<file path="src/rtl/control_hazard_unit_pkg.sv">
// Shared definitions for the control-hazard unit and its opcode classifier.
//   - 5-bit opcode constants for conditional branches and jumps
//   - FSM state encoding
//   - operating mode selectors
package control_hazard_unit_pkg;

  // Jumps: 00100..00111
  localparam logic [4:0] OP_J    = 5'b00100;
  localparam logic [4:0] OP_JR   = 5'b00101;
  localparam logic [4:0] OP_JAL  = 5'b00110;
  localparam logic [4:0] OP_JALR = 5'b00111;

  // Conditional branches: 01100..01111
  localparam logic [4:0] OP_BEQZ = 5'b01100;
  localparam logic [4:0] OP_BNEZ = 5'b01101;
  localparam logic [4:0] OP_BLTZ = 5'b01110;
  localparam logic [4:0] OP_BGEZ = 5'b01111;

  typedef enum logic [1:0] {
    ST_IDLE  = 2'd0,
    ST_WAIT  = 2'd1,
    ST_FLUSH = 2'd2
  } state_t;

  localparam int MODE_STALL = 0;  // stall fetch until the outcome is final
  localparam int MODE_PNT   = 1;  // predict not-taken, squash on taken

endpackage

</file>
<file path="src/rtl/ctrl_op_classifier.sv">
// Combinational opcode classifier shared with the forwarding unit.
// Ports:
//   opcode : 5-bit major opcode of the instruction
//   cond   : opcode is a conditional branch (BEQZ/BNEZ/BLTZ/BGEZ)
//   jump   : opcode is an unconditional jump (J/JR/JAL/JALR)
module ctrl_op_classifier
  import control_hazard_unit_pkg::*;
(
  input  logic [4:0] opcode,
  output logic       cond,
  output logic       jump
);

  always_comb begin
    cond = 1'b0;
    jump = 1'b0;
    case (opcode)
      OP_BEQZ, OP_BNEZ, OP_BLTZ, OP_BGEZ: cond = 1'b1;
      OP_J, OP_JR, OP_JAL, OP_JALR:       jump = 1'b1;
      default: ;
    endcase
  end

endmodule

</file>
<file path="src/rtl/control_hazard_unit.sv">
// Sequential control-hazard unit for the 5-stage pipeline. Classifies the
// instruction in decode, tracks in-flight control transfers and drives the
// fetch stall, decode bubble, per-stage flush and PC redirect controls.
//
//   state | meaning
//   IDLE  | no control transfer outstanding
//   WAIT  | stall mode: holding fetch until the branch resolves (cnt counts down)
//   FLUSH | predict-not-taken mode: one-cycle recovery after a taken squash
//
// Ports:
//   clk, rst          : clock, synchronous active-high reset
//   instr_decode      : instruction in decode; opcode is the top 5 bits
//   id_valid          : decode holds a real instruction
//   pipe_stall        : downstream stall, freezes all state here
//   branch_resolved   : a control outcome is final this cycle
//   branch_taken      : outcome qualifier for branch_resolved
//   stall_fetch       : hold PC and IF/ID
//   bubble_decode     : insert NOP into ID/EX
//   flush_mask        : bit i squashes pipeline register i
//   redirect          : PC mux selects the resolved target
//   busy              : FSM not idle
//   ctrl_count        : accepted control instructions (saturating)
//   flush_count       : taken-branch flush events (saturating)
module control_hazard_unit
  import control_hazard_unit_pkg::*;
#(
  parameter int INSTR_W       = 16,
  parameter int RESOLVE_DEPTH = 3,
  parameter int MODE          = 0,
  parameter int CNT_W         = 16
) (
  input  logic                     clk,
  input  logic                     rst,
  input  logic [INSTR_W-1:0]       instr_decode,
  input  logic                     id_valid,
  input  logic                     pipe_stall,
  input  logic                     branch_resolved,
  input  logic                     branch_taken,
  output logic                     stall_fetch,
  output logic                     bubble_decode,
  output logic [RESOLVE_DEPTH-1:0] flush_mask,
  output logic                     redirect,
  output logic                     busy,
  output logic [CNT_W-1:0]         ctrl_count,
  output logic [CNT_W-1:0]         flush_count
);

  localparam int              CW       = $clog2(RESOLVE_DEPTH + 1);
  localparam logic [CW-1:0]   CNT_LOAD = CW'(RESOLVE_DEPTH);
  localparam logic [CNT_W-1:0] STAT_MAX = '1;
  localparam bit              PNT      = (MODE == MODE_PNT);

  state_t           state;
  logic [CW-1:0]    cnt;
  logic [CNT_W-1:0] ctrl_cnt_q;
  logic [CNT_W-1:0] flush_cnt_q;

  logic is_cond, is_jump;
  logic is_ctrl, is_idle, take, accept;
  logic unused_instr_low;

  ctrl_op_classifier u_classifier (
    .opcode (instr_decode[INSTR_W-1 -: 5]),
    .cond   (is_cond),
    .jump   (is_jump)
  );

  // Only the opcode field matters for classification.
  assign unused_instr_low = ^instr_decode[INSTR_W-6:0];

  assign is_ctrl = (is_cond | is_jump) & id_valid;
  assign is_idle = (state == ST_IDLE);

  // A taken resolve wins over a control instruction sitting in decode: that
  // instruction is on the wrong path and gets squashed, so it is not accepted.
  assign take   = PNT & branch_resolved & branch_taken & ~pipe_stall & is_idle;
  assign accept = is_ctrl & ~pipe_stall & is_idle & ~take;

  // Outputs are decoded from the current state and inputs; an asserted reset
  // forces them low in the same cycle.
  always_comb begin
    stall_fetch   = 1'b0;
    bubble_decode = 1'b0;
    flush_mask    = '0;
    redirect      = 1'b0;
    if (!rst) begin
      if (PNT) begin
        if (take) begin
          flush_mask = '1;
          redirect   = 1'b1;
        end
      end else begin
        redirect = branch_resolved & branch_taken;
        if (state == ST_WAIT || accept) begin
          stall_fetch   = 1'b1;
          bubble_decode = 1'b1;
        end
      end
    end
  end

  assign busy        = ~rst & ~is_idle;
  assign ctrl_count  = ctrl_cnt_q;
  assign flush_count = flush_cnt_q;

  always_ff @(posedge clk) begin
    if (rst) begin
      state       <= ST_IDLE;
      cnt         <= '0;
      ctrl_cnt_q  <= '0;
      flush_cnt_q <= '0;
    end else begin
      if (accept && ctrl_cnt_q != STAT_MAX)
        ctrl_cnt_q <= ctrl_cnt_q + CNT_W'(1);
      if (take && flush_cnt_q != STAT_MAX)
        flush_cnt_q <= flush_cnt_q + CNT_W'(1);

      case (state)
        ST_IDLE: begin
          if (!PNT && accept) begin
            state <= ST_WAIT;
            cnt   <= CNT_LOAD;
          end else if (take) begin
            state <= ST_FLUSH;
          end
        end
        ST_WAIT: begin
          if (!pipe_stall) begin
            cnt <= cnt - CW'(1);
            if (cnt == CW'(1))
              state <= ST_IDLE;
          end
        end
        ST_FLUSH: begin
          if (!pipe_stall)
            state <= ST_IDLE;
        end
        default: state <= ST_IDLE;
      endcase
    end
  end

endmodule

</file>
<file path="config.mk">
export PLATFORM = sky130hd
export DESIGN_NAME = control_hazard_unit
export DESIGN_NICKNAME = d
export VERILOG_FILES = /design/src/rtl/control_hazard_unit_pkg.sv /design/src/rtl/ctrl_op_classifier.sv /design/src/rtl/control_hazard_unit.sv
export SDC_FILE = /design/constraint.sdc
export NUM_CORES = 1
export LEC_CHECK = 0
export BUFFER_PORTS_ARGS = -buffer_cell sky130_fd_sc_hd__buf_4
export CORE_ASPECT_RATIO = 0.9
export CORE_MARGIN = 2
export CORE_UTILIZATION = 48
export DETAILED_ROUTE_END_ITERATION = 7
export PLACE_DENSITY = 0.85
export SYNTH_ARGS = -nofsm -noshare
export SYNTH_HDL_FRONTEND = slang
export SYNTH_SLANG_ARGS = --single-unit
</file>
<file path="constraint.sdc">
create_clock -name clk -period 3.9 [get_ports clk]
set_input_delay 0 -clock clk [delete_from_list [all_inputs] [get_ports clk]]
set_output_delay 0 -clock clk [all_outputs]
set_load 0.03 [all_outputs]
</file>
==> impl_metrics.csv <==
group,metric,value,unit
status,status,"finished clean",
floorplan,die_h,50.4,um
final_layout,syn2layout_area_growth,13.9,%
routing,vias,1033,
routing,wl,2.26,mm
power_and_ir_drop,seqPwrFrac,0.569,
final_layout,drive_gt1_frac,0.253,
synthesis,ys_seq_elements,19,
global_routing,grt_pass1_wl,3.68,mm
worst_setup_path,rrSetupSlack,1.40,ns
routing,drt_iter0_drc,29,
clock_network,clk_path_buf_depth,2,
power_and_ir_drop,p_sw,0.000102,W
clock_network,cts_setup_buffers,0,
power_and_ir_drop,combPwrFrac,0.141,
synthesis,yosysSeqAreaShare,0.331,
routing,drcViolationCount,0,
worst_setup_path,crit_path_cell_trace,"ha_1 -> nand4_1 -> nor4_2 -> nor4_1 -> mux2_2",
worst_setup_path,worst-path-max-fanout,18,
floorplan,die_w,55.6,um
clock_network,cts-resized-gates,0,
worst_setup_path,cp_data_arrival_time,2.70,ns
power_and_ir_drop,ir_drop,195,uV
floorplan,row_count,16,
worst_setup_path,crit_type,"flip-flop to flip-flop",
power_and_ir_drop,swShare,0.294,
worst_setup_path,crit_family,"simple AND/OR/NAND/NOR gates",
power_and_ir_drop,leakage,0.532,nW
worst_setup_path,reg2regPathDepth,5,
synthesis,synth_top_cell_by_area,"dfxtp_1",
final_layout,num_antenna_cells,0,
synthesis,synth_area_leaders,"dfxtp_1, buf_4, or4_1",
synthesis,synth_flop_cell,"dfxtp_1",
timing,tns,0,ns
timing,relSlewSlack,0.180,
floorplan,die_area,0.00280,sq mm
final_layout,fillers,210,
job,drv_cap,0,
worst_setup_path,r2r_start,"ctrl_count[0]$_SDFFE_PP0P_",
worst_setup_path,start_kind,"flip-flop",
routing,vias_per_cell,5.47,
power_and_ir_drop,pwr-share-clk,0.290,
clock_network,holdBufCountCts,0,
timing,worst_pin_slew,1.22,ns
floorplan,io_pins,61,
final_layout,final_cell_mix,"buf_4, conb_1, dfxtp_1",
final_layout,layout_commonest_cell,"buf_4",
synthesis,syn_area,0.00115,sq mm
worst_setup_path,endpoint,"ctrl_count[15]$_SDFFE_PP0P_",
global_routing,grt-ovfl-total,0,
floorplan,core,0.00222,sq mm
global_routing,antenna_found_initial,0,
place,portBuffers,27,
clock_network,numCtsBuffers,3,
worst_setup_path,path_depth,5,
worst_setup_path,critical_path.startpoint,"ctrl_count[0]$_SDFFE_PP0P_",
synthesis,ys_warn_count,0,
clock_network,cts_tree,"yes",
timing,setup_viol,0,
place,routabilityCongestion,0.715,
synthesis,synth-async-reset-ratio,0,
worst_setup_path,crit_buf_inv,0,
timing,max_freq,400,MHz
worst_setup_path,end_kind,"flip-flop",
global_routing,grt_max_degree,26,
hold_path,hold_class,"input pin to flip-flop",
clock_network,htreeDepth,1,
routing,first_pass_iters,4,
worst_setup_path,worstPathRequired,4.10,ns
clock_network,clkLatencyLatePin,0.30,ns
timing,fin_crit_sh,0.641,
synthesis,yosysTopAreaCellShare,0.331,
timing,period_needed,2.50,ns
routing,wire_per_inst,11.9,um
worst_setup_path,rr_endpoint,"ctrl_count[15]$_SDFFE_PP0P_",
synthesis,synth_edf_count,0,
timing,hold_viol,0,
global_routing,grt_pass1_vias,852,
worst_setup_path,slowest_stage,"nor4_2",
timing,slew_viol_final,0,
routing,detail-route-antenna-nets,0,
synthesis,synth_cells,138,
timing,skew,0.00108,ns
timing,rsz0062_at_grt,"no",
place,place_hpwl,1.72,mm
clock_network,cts.sinks,19,
clock_network,cts.clk_slew.worst_paths,0.11,ns
global_routing,grt_usage,0.163,
clock_network,cts-root-buf,"clkbuf_4",
synthesis,avgSynthCellArea,8.33,sq um
worst_setup_path,cpPeakStageDelay,1.09,ns
power_and_ir_drop,p_int,0.000245,W
floorplan,initial_core_util,0.517,
power_and_ir_drop,pwr_density_cell,265,mW/mm^2
synthesis,ys_types,35,
final_layout,fin_nets,187,
timing,timing.hold.ws,0.0415,ns
cells by family after synthesis:
group / after synthesis / share of synthesized area
AOI/OAI and AO/OA: 28 / 0.155
adders and majority gates: 2 / 0.0218
buffers and inverters: 31 / 0.169
DFF: 19 / 0.331
muxes: 4 / 0.0392
other: 1 / 0.00326
and+or+nand+nor: 53 / 0.282
synth_stat cells (2+ instances only):
cell       n
nand4_1    3
o31ai_1    6
nand3_1    7
dfxtp_1   19
a211oi_1   4
mux2_2     4
o21ai_0    4
inv_1      6
and3_1     4
ha_1       2
nor4_1     3
a31oi_1    2
a21oi_1    9
nor2b_1    4
nor3_1     3
nand2_1    5
nor2_1     7
buf_2      2
buf_4     20
clkbuf_1   3
or4_1      7
metal layers:
metal / vias up / track usage / wire (um)
met3: 5 / 0.0258 / 152
met2: 44 / 0.268 / 1060
met5: - / 0 / 0
met1: 468 / 0.208 / 1000
li1: 516 / - / -
met4: 0 / 0.0854 / 44
power by group through the flow:
stage / sequential (W) / clock, W / combinational (W)
2_1_floorplan: 0.000202 / 0 / 0.0000525
3_3_place_gp: 0.000202 / 0 / 0.0000476
3_5_place_dp: 0.000202 / 0 / 0.0000486
4_1_cts: 0.000198 / 0.000102 / 0.0000486
5_1_grt: 0.000198 / 0.000112 / 0.0000520
6_report: 0.000198 / 0.000101 / 0.0000488
how the worst min path moves through the flow:
stage,from,endpoint,slack [ns],cells after the start
detailed placement,branch_taken,redirect,0.36,3
global placement,rst,ctrl_count[9]$_SDFFE_PP0P_,0.35,2
global route,rst,ctrl_count[5]$_SDFFE_PP0P_,0.04,2
finish,rst,ctrl_count[4]$_SDFFE_PP0P_,0.04,2
floorplan,rst,ctrl_count[13]$_SDFFE_PP0P_,0.22,2
CTS,rst,ctrl_count[1]$_SDFFE_PP0P_,0.03,2
cell type report:
| type | count | area [sq um] | area share |
|---|---|---|---|
| clock buffer | 3 | 22.5 | 0.0172 |
| clock inverter | 1 | 5.00 | 0.00382 |
| inverter | 6 | 22.5 | 0.0172 |
| multi-input combinational | 106 | 643 | 0.491 |
| sequential | 19 | 380 | 0.290 |
| tap | 27 | 33.8 | 0.0258 |
| timing repair buffer | 27 | 203 | 0.155 |
stage by stage:
step	power, W	util	setup WS (ns)	instance area, sq um	instances
2_1_floorplan	0.000255	-	1.82	1220	156
5_1_grt	0.000362	0.590	1.11	1310	189
6_report	0.000347	0.590	1.40	1310	189
4_1_cts	0.000348	0.590	1.40	1310	189
3_5_place_dp	0.000251	0.577	1.42	1280	185
3_3_place_gp	0.000249	0.577	1.56	1280	185
flip-flops by register name, summed over array words and instances, names as in the netlist:
name and cells:
ctrl_count 16, cnt 2, state 1
Note: power is estimated with default switching activity, not from simulation.
